`config.mk`:
```
export PLATFORM = sky130hd
export DESIGN_NAME = cmp_sd_decimator_flat
export DESIGN_NICKNAME = d
export VERILOG_FILES = /design/src/rtl/cmp_sd_decimator_if.sv /design/src/rtl/cmp_sd_decimator.sv /design/src/flat_wrapper.sv
export SDC_FILE = /design/constraint.sdc
export NUM_CORES = 1
export LEC_CHECK = 0
export CORE_MARGIN = 2
export CORE_UTILIZATION = 54
export DETAILED_ROUTE_END_ITERATION = 10
export PLACE_DENSITY = 0.74
export RECOVER_POWER = 100
export SYNTH_ARGS = -nofsm -noshare
export SYNTH_HDL_FRONTEND = slang
export SYNTH_SLANG_ARGS = --single-unit
export TNS_END_PERCENT = 100
```
`constraint.sdc`:
```
create_clock -name clk -period 2.9 [get_ports clk]
set_clock_uncertainty 0.2 [all_clocks]
set_input_delay 0.87 -clock clk [delete_from_list [all_inputs] [get_ports clk]]
set_output_delay 0.87 -clock clk [all_outputs]
set_load 0.02 [all_outputs]
```
`src/rtl/cmp_sd_decimator_if.sv`:
```
// Sample handshake bundle between the comparator decimator and its consumer.
interface cmp_sd_decimator_if #(
    parameter int WIN_LOG2 = 8
);
    logic [WIN_LOG2-1:0] sample;
    logic                sample_valid;
    logic                sample_ready;

    modport master (output sample, output sample_valid, input sample_ready);
    modport slave  (input sample, input sample_valid, output sample_ready);
endinterface

```
`src/rtl/cmp_sd_decimator.sv`:
```
// Comparator back-end: synchronise and deglitch the raw comparator bit for the
// sigma-delta feedback, then count ones per window into a handshaked sample.
module cmp_sd_decimator #(
    parameter int WIN_LOG2   = 8,
    parameter int SETTLE_CYC = 4
) (
    input  logic                      clk,
    input  logic                      rst,
    input  logic                      en,
    input  logic                      cmp_in,
    output logic                      dac_fb,
    output logic                      overrun,
    output logic                      busy,
    cmp_sd_decimator_if.master        smp
);
    localparam int ACC_W = WIN_LOG2 + 1;
    localparam logic [WIN_LOG2-1:0] SAMPLE_MAX  = {WIN_LOG2{1'b1}};
    localparam logic [WIN_LOG2-1:0] WCNT_LAST   = {WIN_LOG2{1'b1}};
    localparam logic [WIN_LOG2-1:0] WCNT_ONE    = {{(WIN_LOG2-1){1'b0}}, 1'b1};
    localparam logic [3:0]          SETTLE_LAST = 4'(SETTLE_CYC - 1);

    typedef enum logic [1:0] {
        ST_IDLE   = 2'd0,
        ST_SETTLE = 2'd1,
        ST_ACCUM  = 2'd2
    } state_t;

    function automatic logic majority3(input logic [2:0] v);
        return (v[0] & v[1]) | (v[0] & v[2]) | (v[1] & v[2]);
    endfunction

    // The accumulator can only exceed the sample range by reaching exactly 2^WIN_LOG2.
    function automatic logic [WIN_LOG2-1:0] saturate(input logic [ACC_W-1:0] a);
        return a[WIN_LOG2] ? SAMPLE_MAX : a[WIN_LOG2-1:0];
    endfunction

    logic                s1_q, s1_d, s2_q, s2_d;
    logic [2:0]          hist_q, hist_d;
    logic                dac_fb_q, dac_fb_d;
    state_t              state_q, state_d;
    logic [3:0]          scnt_q, scnt_d;
    logic [WIN_LOG2-1:0] wcnt_q, wcnt_d;
    logic [ACC_W-1:0]    acc_q, acc_d;
    logic                close_q, close_d;
    logic [WIN_LOG2-1:0] sample_q, sample_d;
    logic                valid_q, valid_d;
    logic                overrun_q, overrun_d;
    logic                busy_q, busy_d;

    // Two-flop synchroniser, 3-deep history and majority vote.
    always_comb begin
        s1_d     = cmp_in;
        s2_d     = s1_q;
        hist_d   = {hist_q[1:0], s2_q};
        dac_fb_d = majority3(hist_q);
    end

    // Conversion sequencer; close_q flags that acc_q holds a finished window.
    always_comb begin
        state_d = state_q;
        scnt_d  = scnt_q;
        wcnt_d  = {WIN_LOG2{1'b0}};
        acc_d   = {ACC_W{1'b0}};
        close_d = 1'b0;
        case (state_q)
            ST_IDLE: begin
                scnt_d = 4'd0;
                if (en) begin
                    state_d = ST_SETTLE;
                end else begin
                    state_d = ST_IDLE;
                end
            end
            ST_SETTLE: begin
                if (!en) begin
                    state_d = ST_IDLE;
                    scnt_d  = 4'd0;
                end else if (scnt_q == SETTLE_LAST) begin
                    state_d = ST_ACCUM;
                    scnt_d  = 4'd0;
                end else begin
                    scnt_d  = scnt_q + 4'd1;
                end
            end
            ST_ACCUM: begin
                if (!en) begin
                    state_d = ST_IDLE;
                end else begin
                    acc_d   = (close_q ? {ACC_W{1'b0}} : acc_q) + {{WIN_LOG2{1'b0}}, dac_fb_q};
                    wcnt_d  = wcnt_q + WCNT_ONE;
                    close_d = (wcnt_q == WCNT_LAST);
                end
            end
            default: begin
                state_d = ST_IDLE;
                scnt_d  = 4'd0;
            end
        endcase
        busy_d = (state_d != ST_IDLE);
    end

    // Output sample register and valid/ready handshake with sticky overrun.
    always_comb begin
        sample_d  = sample_q;
        valid_d   = valid_q;
        overrun_d = overrun_q;
        if (close_q) begin
            sample_d = saturate(acc_q);
            valid_d  = 1'b1;
            if (valid_q && !smp.sample_ready) begin
                overrun_d = 1'b1;
            end else begin
                overrun_d = overrun_q;
            end
        end else if (valid_q && smp.sample_ready) begin
            valid_d = 1'b0;
        end else begin
            valid_d = valid_q;
        end
    end

    // State registers, all cleared by the synchronous reset.
    always_ff @(posedge clk) begin
        if (rst) begin
            s1_q      <= 1'b0;
            s2_q      <= 1'b0;
            hist_q    <= 3'd0;
            dac_fb_q  <= 1'b0;
            state_q   <= ST_IDLE;
            scnt_q    <= 4'd0;
            wcnt_q    <= {WIN_LOG2{1'b0}};
            acc_q     <= {ACC_W{1'b0}};
            close_q   <= 1'b0;
            sample_q  <= {WIN_LOG2{1'b0}};
            valid_q   <= 1'b0;
            overrun_q <= 1'b0;
            busy_q    <= 1'b0;
        end else begin
            s1_q      <= s1_d;
            s2_q      <= s2_d;
            hist_q    <= hist_d;
            dac_fb_q  <= dac_fb_d;
            state_q   <= state_d;
            scnt_q    <= scnt_d;
            wcnt_q    <= wcnt_d;
            acc_q     <= acc_d;
            close_q   <= close_d;
            sample_q  <= sample_d;
            valid_q   <= valid_d;
            overrun_q <= overrun_d;
            busy_q    <= busy_d;
        end
    end

    assign dac_fb           = dac_fb_q;
    assign overrun          = overrun_q;
    assign busy             = busy_q;
    assign smp.sample       = sample_q;
    assign smp.sample_valid = valid_q;
endmodule

```
`src/flat_wrapper.sv`:
```
// flat-port wrapper written by rule: the top's interface ports become plain ports
module cmp_sd_decimator_flat 
#(
    parameter int WIN_LOG2   = 8,
    parameter int SETTLE_CYC = 4
)
  (clk, rst, en, cmp_in, dac_fb, overrun, busy, smp_sample, smp_sample_valid, smp_sample_ready);
  cmp_sd_decimator_if #(.WIN_LOG2(WIN_LOG2)) smp_i ();
  input  logic clk;
  input  logic rst;
  input  logic en;
  input  logic cmp_in;
  output logic dac_fb;
  output logic overrun;
  output logic busy;
  output wire logic [$bits(smp_i.sample)-1:0] smp_sample;
  output wire logic [$bits(smp_i.sample_valid)-1:0] smp_sample_valid;
  input wire logic [$bits(smp_i.sample_ready)-1:0] smp_sample_ready;
  assign smp_sample = smp_i.sample;
  assign smp_sample_valid = smp_i.sample_valid;
  assign smp_i.sample_ready = smp_sample_ready;
  cmp_sd_decimator #(.WIN_LOG2(WIN_LOG2), .SETTLE_CYC(SETTLE_CYC)) u_core (.clk(clk), .rst(rst), .en(en), .cmp_in(cmp_in), .dac_fb(dac_fb), .overrun(overrun), .busy(busy), .smp(smp_i));
endmodule
```
==> results of run 1 <==
[cell families after synthesis]
group / count (synthesis) / synth area share [%]
adder cells (fa/ha/maj): 4 / 3.096
XOR/XNOR: 6 / 3.251
flip-flops: 41 / 50.77
AO/OA/AOI/OAI: 32 / 12.54
AND/OR/NAND/NOR: 81 / 27.79
buffers and inverters: 8 / 2.554
[registers in the layout (all words and copies together) (netlist names)]
signal	cells
u_core.s2_q	1
u_core.wcnt_q	8
u_core.acc_q	9
u_core.dac_fb	1
u_core.scnt_q	4
u_core.smp.sample	8
u_core.busy	1
u_core.hist_q	3
u_core.close_q	1
u_core.overrun	1
u_core.state_q	2
u_core.s1_q	1
u_core.smp.sample_valid	1
[final cells by class]
class / count / area [sq um] / area share, %
inverter: 1 / 3.754 / 0.2038
tap: 31 / 38.79 / 2.106
multi-input combinational: 123 / 754.5 / 40.96
sequential: 41 / 820.8 / 44.57
clock buffer: 8 / 48.80 / 2.649
timing repair buffer: 19 / 175.2 / 9.511
[per-layer routing]
| metal | vias up | part of all wire (%) |
|---|---|---|
| li1 | 650 | - |
| met1 | 566 | 46 |
| met2 | 24 | 47 |
| met3 | 10 | 4.2 |
| met4 | 0 | 2.8 |
| met5 | - | 0 |
[placed cells by master, fill, tap and decap left out, types with 5 or more instances in the layout]
cell           synthesis  final
a211oi_1              11     11
a21oi_1               10     10
clkbuf_1               4      5
clkbuf_4               0      5
dfxtp_1               41     41
dlygate4sd3_1          0     13
nand2_1               10     10
nand3_1                9      9
nor2_1                25     25
nor2b_1               11     11
[power breakdown]
| part | switching (uW) | internal [uW] | total, uW |
|---|---|---|---|
| sequential | 2.32 | 567 | 569 |
| combinational | 9.62 | 9.75 | 19.4 |
| clock | 161 | 96.7 | 258 |
| total | 173 | 673 | 846 |
[Yosys cell counts, drive strengths merged (2+ instances only)]
master  instances
dfxtp          41
nor2b          11
xor2            3
nand2          10
a211oi         11
xnor2           3
or3b            2
clkbuf          4
nor2           25
a21oi          10
o31ai           3
or3             4
nand4b          2
nand3           9
nand3b          3
ha              4
nor3            3
a31oi           2
buf             3
and2            4
or4             3
o21ai           4
[worst min-delay path by stage]
stage | endpoint | cells after the start
after CTS | u_core.s2_q | 1
after floorplan | u_core.hist_q[0] | 1
after detailed placement | u_core.s2_q | 1
after global placement | u_core.s2_q | 1
after global routing | u_core.hist_q[0] | 1
final | u_core.s2_q | 1
[per-stage QoR]
stage	power, uW	worst slack [ns]	utilization (%)	cells
2_1_floorplan	591.5	0.7181	-	172
3_3_place_gp	601.1	0.4998	64.18	215
3_5_place_dp	602.4	0.4008	64.18	215
4_1_cts	860.5	0.5064	65.92	223
5_1_grt	882.3	0.4022	65.66	223
6_report	846.3	0.4591	65.66	223
==> metrics.txt, run 1 <==
synth top area cells dfxtp_1, nor2_1, a211oi_1; critical path startpoint u_core.dac_fb; DRC violations left 1; final setup TNS 0 ns; M1 GR Usage between 20% and 30%; drt wl/cell approximately 13 um; max-slew violation count 0; post-synth top area cell dfxtp_1; crit start category flop; drt pass-1 iters 7; violations in the final reports design-rule violations; P per Cell Area 459.5 mW/mm^2; Critical Path End dac_fb; CP cell instances dlygate4sd3_1; FILL cells approximately 250; RSZ-0062 raised after global routing no; Async S/R FF share, synth 0%; largest net degree at the start of global routing 29; r2r setup slk slightly above 0.8 ns; f_max approximately 410 MHz; Die H approximately 59 um; Worst Hold Class flop to flop; Final #Nets 200; synthesized instance count about 170; Netlist Area Pre-Place ~0.0016 sq mm; CTS buffer count 5; total die area ~0.0034 sq mm; post-detail-place hpwl between 2000 and 2500 um; Final Cell Area 0.001842 sq mm; Lkg Pwr 0.0006773 uW; HP Start u_core.s1_q; hold buffers post-CTS 0; Max IR drop VDD about 380 uV; Worst-Skew Late Latency around 0.33 ns; Initial Util slightly below 60%; period utilization between 80% and 90%; Max clock buf depth 2; Required @ worst endpoint between 1.5 and 2 ns; # IOs 17; ys flop type dfxtp_1; number of global-route vias before repair ~1200; GRT Total Usage about 19%; First DRT Iteration DRCs 56; Final min period ~2.4 ns; share of layout cells above drive strength 1 4.167%; Max-Cap Viols 0; Clock Tree Root clkbuf_4; CTS tree yes; worst rel slew slack between 40% and 50%; number of vias per cell 5.605; DP Area between 0.0015 and 0.002 sq mm; GRT overflow 0; Antenna Nets Post-Route 0; count of cell types in the netlist 34; M3 GR Usage about 5.3%; Top Usage Layer GRT met2; reg-to-reg startpoint u_core.acc_q[0]; cts repair resizes 0; post-synthesis net count roughly 180; Slowest-stage cell, CP dlygate4sd3_1; DIE WIDTH roughly 59 um; final wirelength around 2900 um; slowest cell delay on critical path roughly 0.7 ns; Seq cells post-synth slightly above 40; status finished, violations left; Worst path depth 1; CTS sink cnt just over 40; met2 Usage GRT around a third; sequential area share after synthesis roughly half; Worst-path clk slew between 0.1 and 0.15 ns; H-tree depth 2; Yosys warnings 0; CP endpoint kind output port; worst slew pin tran 0.8344 ns; R2R cell count 6; Yosys top cell area share a little over 50%; initial antenna violation count 0; # port buffers 16; CP max FO 2; vias 1250; first-pass GRT wire length ~5100 um; worst hold margin ~0.26 ns; final setup fails 0; reg-to-reg endpoint u_core.acc_q[8]; area growth from synthesis to layout 13.93%; # rows 19; critical path class flop to output port; # Post-CTS Setup Buffers 0; crit path buf inv count 1; ant diodes 0; CORE AREA 0.002805 sq mm; gpl congestion just under 0.8; WP data arrival between 1 and 1.5 ns; syn avg cell area about 9.4 sq um; Fin. Hold Viols 0; Post-synth EDFFs 0; cell family with most CP delay buffers and inverters
No activity file was read; power rests on OpenSTA's default activity.
==> run 2, diff against run 1 <==
==> constraint.sdc (replaced) <==
create_clock -name clk -period 2.4 [get_ports clk]
set_clock_uncertainty 0.2 [all_clocks]
set_input_delay 0.72 -clock clk [delete_from_list [all_inputs] [get_ports clk]]
set_output_delay 0.72 -clock clk [all_outputs]
set_load 0.02 [all_outputs]
==> run 2 against run 1 <==
The flow still finishes with violations (design-rule violations). Core utilization up 1.2 points. Hold slack got worse by 0.0064 ns. Clock power is 47% higher. Combinational power grew 21%. Sequential power rose by 21%. Flip-flop and latch count unchanged. Count of clock-buffer cells in the layout down 1. Cell area up 1.8%. Via count grew 1.7%. Sequential share of layout area down 0.77 points. Cell count grew 0.90%. First-iteration DRC count fell by 34%. Critical path type unchanged. Critical endpoint is now smp_sample[5]. Largest power group unchanged.
==> metrics.txt, run 2 (synthesis gave the netlist of run 1 again) <==
status finished, violations left; violations in the final reports design-rule violations; worst hold margin 0.2549 ns; most flop-heavy register u_core.acc_q; initial antenna violation count 0; CORE AREA 0.002805 sq mm; critical path class flop to output port; CP max FO 2; Register Area ~820 sq um; Fin. Hold Viols 0; Initial Util between 50% and 60%; cts repair resizes 0; DIE WIDTH 58.72 um; cell family with most CP delay buffers and inverters; most frequent cells in the layout dfxtp_1, nor2_1, nor2b_1, a211oi_1, dlygate4sd3_1; hold depth 1; # IOs 17; worst rel slew slack 45.38%; gpl congestion ~0.82; Max IR drop VDD roughly 300 uV; worst slew pin tran around 0.8 ns; hold buffers post-CTS 0; final wirelength between 3000 and 4000 um; crit start category flop; share of layout cells above drive strength 1 just over 6%; drt wl/cell approximately 13 um; Multi-input gate area 754.5 sq um; Antenna Nets Post-Route 0; CP cell instances dlygate4sd3_1; P per Cell Area ~580 mW/mm^2; WP data arrival 1.37 ns; post-detail-place hpwl between 2000 and 2500 um; Max-Cap Viols 0; Clock Tree Root clkbuf_4; CTS buffer count 5; largest net degree at the start of global routing 21; max-slew violation count 0; number of vias per cell 5.649; total die area 0.003447 sq mm; CP endpoint kind output port; GRT Total Usage between 20 and 25%; Required @ worst endpoint about 1.5 ns; final setup fails 0; Lkg Pwr approximately 0.0007 uW; final setup TNS 0 ns; Worst path depth 1; Worst-Skew Late Latency between 0.3 and 0.4 ns; slowest cell delay on critical path approximately 0.7 ns; Max clock buf depth 2; # rows 19; max reg flops 9; CTS sink cnt 41; vias between 1000 and 1500; R2R cell count 6; Die H between 50 and 60 um; # Post-CTS Setup Buffers 0; f_max 436.5 MHz; Worst Hold Class flop to flop; # port buffers 16; Final min period around 2.3 ns; DRC violations left 1; commonest non-fill, non-tap cell in the layout dfxtp_1; ant diodes 0; area growth from synthesis to layout 15.94%; RSZ-0062 raised after global routing no; Worst-path clk slew around 0.11 ns; CTS tree yes; period utilization about 95%; Slowest-stage cell, CP dlygate4sd3_1; drt pass-1 iters 7; crit path buf inv count 1; GRT overflow 0; Final #Nets about 200; First DRT Iteration DRCs 37; number of global-route vias before repair 1255; first-pass GRT wire length ~5300 um; FILL cells approximately 240; H-tree depth 2
## run 2: area by class of cell
class	instances	area share [%]
well taps	31	2.069
multi-input cells	123	40.25
flip-flops and latches	41	43.79
repair buffers	21	9.947
inverters	1	0.2003
clock inverters	1	0.2670
clock buffers	7	3.471
## run 2: final timing paths
kind	to	start	slack, ns
max	smp_sample[5]	u_core.smp.sample[5]	0.11
min	u_core.s2_q	u_core.s1_q	0.25
max reg2reg	u_core.acc_q[8]	u_core.acc_q[0]	0.32
min reg2reg	u_core.s2_q	u_core.s1_q	0.25
## run 2: report_power, final
part	internal, uW	switching, uW	total [uW]
registers	685	2.86	688
logic	11.8	11.6	23.4
clock network	170	208	378
## run 2: routing by layer
| metal | GRT usage, % | wire, um | vias up |
|---|---|---|---|
| li1 | - | - | 649 |
| met1 | 23.82 | 1347 | 578 |
| met2 | 34.35 | 1459 | 36 |
| met3 | 6.154 | 147 | 8 |
| met4 | 10.39 | 67 | 0 |
| met5 | 0 | 0 | - |
## run 2: through the flow
step | utilization [%] | setup slack, ns | cell area (sq um) | std cells | total power [uW]
3_3_place_gp | 64.72 | 0.1607 | 1815 | 217 | 726.8
2_1_floorplan | - | 0.2181 | 1617 | 172 | 714.8
4_1_cts | 67.22 | 0.1275 | 1886 | 225 | 1103
6_report | 66.82 | 0.1092 | 1874 | 225 | 1089
5_1_grt | 66.82 | 0.05547 | 1874 | 225 | 1128
3_5_place_dp | 64.72 | 0.07007 | 1815 | 217 | 728.1
==> run 3, diff against run 2 <==
--- a/config.mk
+++ b/config.mk
@@ -8,6 +8,7 @@
 export CORE_MARGIN = 2
 export CORE_UTILIZATION = 54
 export DETAILED_ROUTE_END_ITERATION = 10
+export GPL_TIMING_DRIVEN = 0
 export PLACE_DENSITY = 0.74
 export RECOVER_POWER = 100
 export SYNTH_ARGS = -nofsm -noshare
==> run 3 against run 2 <==
The flow still finishes with violations (design-rule violations). Setup slack lost 0.021 ns. Non-clock buffer count grew 1. First-iteration DRC count grew 78%. Power shrank 4.8%. Combinational power grew 6%. Cell count grew 0.44%. Count of clock-buffer cells in the layout shrank 1.
==> metrics.txt, run 3 (synthesis gave the netlist of run 1 again) <==
status finished, violations left; violations in the final reports design-rule violations; Fin. Hold Viols 0; first-pass GRT wire length about 5300 um; # Post-CTS Setup Buffers 0; Slowest-stage cell, CP dlygate4sd3_1; Worst-path clk slew approximately 0.11 ns; Antenna Nets Post-Route 0; initial antenna violation count 0; Clock Tree Root clkbuf_4; GRT Total Usage 20.17%; # port buffers 16; drt wl/cell about 13 um; worst rel slew slack between 50% and 60%; CTS buffer count 5; critical path class flop to output port; Switching Fraction 21.98%; Max-Cap Viols 0; ant diodes 0; Required @ worst endpoint between 1 and 1.5 ns; number of vias per cell about 5.6; hold buffers post-CTS 0; Worst-Skew Late Latency between 0.3 and 0.4 ns; slowest cell delay on critical path around 0.68 ns; Die H 58.72 um; max reg flops 9; min setup slack post-route 0.08857 ns; period utilization 96.31%; post-detail-place hpwl 2121 um; sequential power share 66.3%; CTS sink cnt 41; crit path buf inv count 1; H-tree depth 2; total die area 0.003447 sq mm; commonest non-fill, non-tap cell in the layout dfxtp_1; CP max FO 2; Cell Count, Final, Fillers Out about 230; cts repair resizes 0; WP data arrival about 1.4 ns; max-slew violation count 0; share of layout cells above drive strength 1 under 10%; number of global-route vias before repair approximately 1100; # rows 19; final wirelength between 2000 and 3000 um; # IOs 17; CP endpoint kind output port; gpl congestion approximately 0.8; DIE WIDTH just under 60 um; Final min period 2.311 ns; crit start category flop; P per Cell Area 556.7 mW/mm^2; PnR Total Power between 1000 and 1500 uW; combinational power share between 2 and 2.5%; Final #Nets between 200 and 250; FILL cells 250; Pint around 810 uW; Clk pwr share between 30% and 40%; CP cell instances dlygate4sd3_1; Worst Hold Class flop to flop; DP Cell Count 219; Initial Util a little under 60%; Final Cell Area between 0.0015 and 0.002 sq mm; Lkg Pwr just under 0.0007 uW; Final Core Density 66.41%; area growth from synthesis to layout 15.25%; CORE AREA roughly 0.0028 sq mm; f_max approximately 430 MHz; worst slew pin tran 0.7130 ns; final setup fails 0; CTS tree yes; sw power about 230 uW; cell family with most CP delay buffers and inverters; First DRT Iteration DRCs between 60 and 70; most frequent cells in the layout dfxtp_1, nor2_1, dlygate4sd3_1; RSZ-0062 raised after global routing no; Max IR drop VDD about 470 uV; drt pass-1 iters 7; largest net degree at the start of global routing 20; Setup WS pre-CTS -0.1562 ns; DP Area 0.001815 sq mm; most flop-heavy register u_core.acc_q; vias about 1300; DRC violations left 1; Max clock buf depth 2; GRT overflow 0
run 3: cell types whose count changed in the layout (fill, tap and decap cells not counted), sizes merged:
cell	delta
clkdlybuf4s50	-1
clkinv	+1
dlygate4sd3	+1
run 3: cell type report:
class	count	area, sq um	share of cell area, %
repair buffers	16	160.2	8.596
inverters	1	3.754	0.2015
plain buffers	6	33.78	1.813
clock inverters	2	10.01	0.5373
clock buffers	6	41.29	2.216
flip-flops and latches	41	820.8	44.06
multi-input cells	123	754.5	40.50
well taps	31	38.79	2.082
run 3: per-layer routing:
layer	track usage, %	part of all wire [%]	vias to the layer above
met5	0	0	-
li1	-	-	648
met2	31.14	46	28
met4	7.792	1.3	0
met1	26.60	48	582
met3	6.154	5.5	5
run 3: through the flow:
step / setup TNS [ns] / hold WS (ns)
2_1_floorplan: 0 / 0.2138
3_3_place_gp: -0.2129 / 0.2305
3_5_place_dp: -0.3042 / 0.2396
4_1_cts: 0 / 0.2621
5_1_grt: 0 / 0.2882
6_report: 0 / 0.2589
run 3: power by group through the flow:
stage | clock, uW | combinational [uW] | sequential, uW
after global placement | 0 | 23.9 | 703
after floorplan | 0 | 11.2 | 704
final | 325 | 24.7 | 688
after detailed placement | 0 | 25.0 | 703
after CTS | 331 | 25.2 | 688
after global routing | 361 | 27.2 | 689
run 3: final timing paths:
path | from | cells after the start | endpoint | slack (ns)
max reg2reg | u_core.close_q | 7 | u_core.acc_q[8] | 0.18
min reg2reg | u_core.s2_q | 1 | u_core.hist_q[0] | 0.26
max | u_core.dac_fb | 1 | dac_fb | 0.09
min | u_core.s2_q | 1 | u_core.hist_q[0] | 0.26
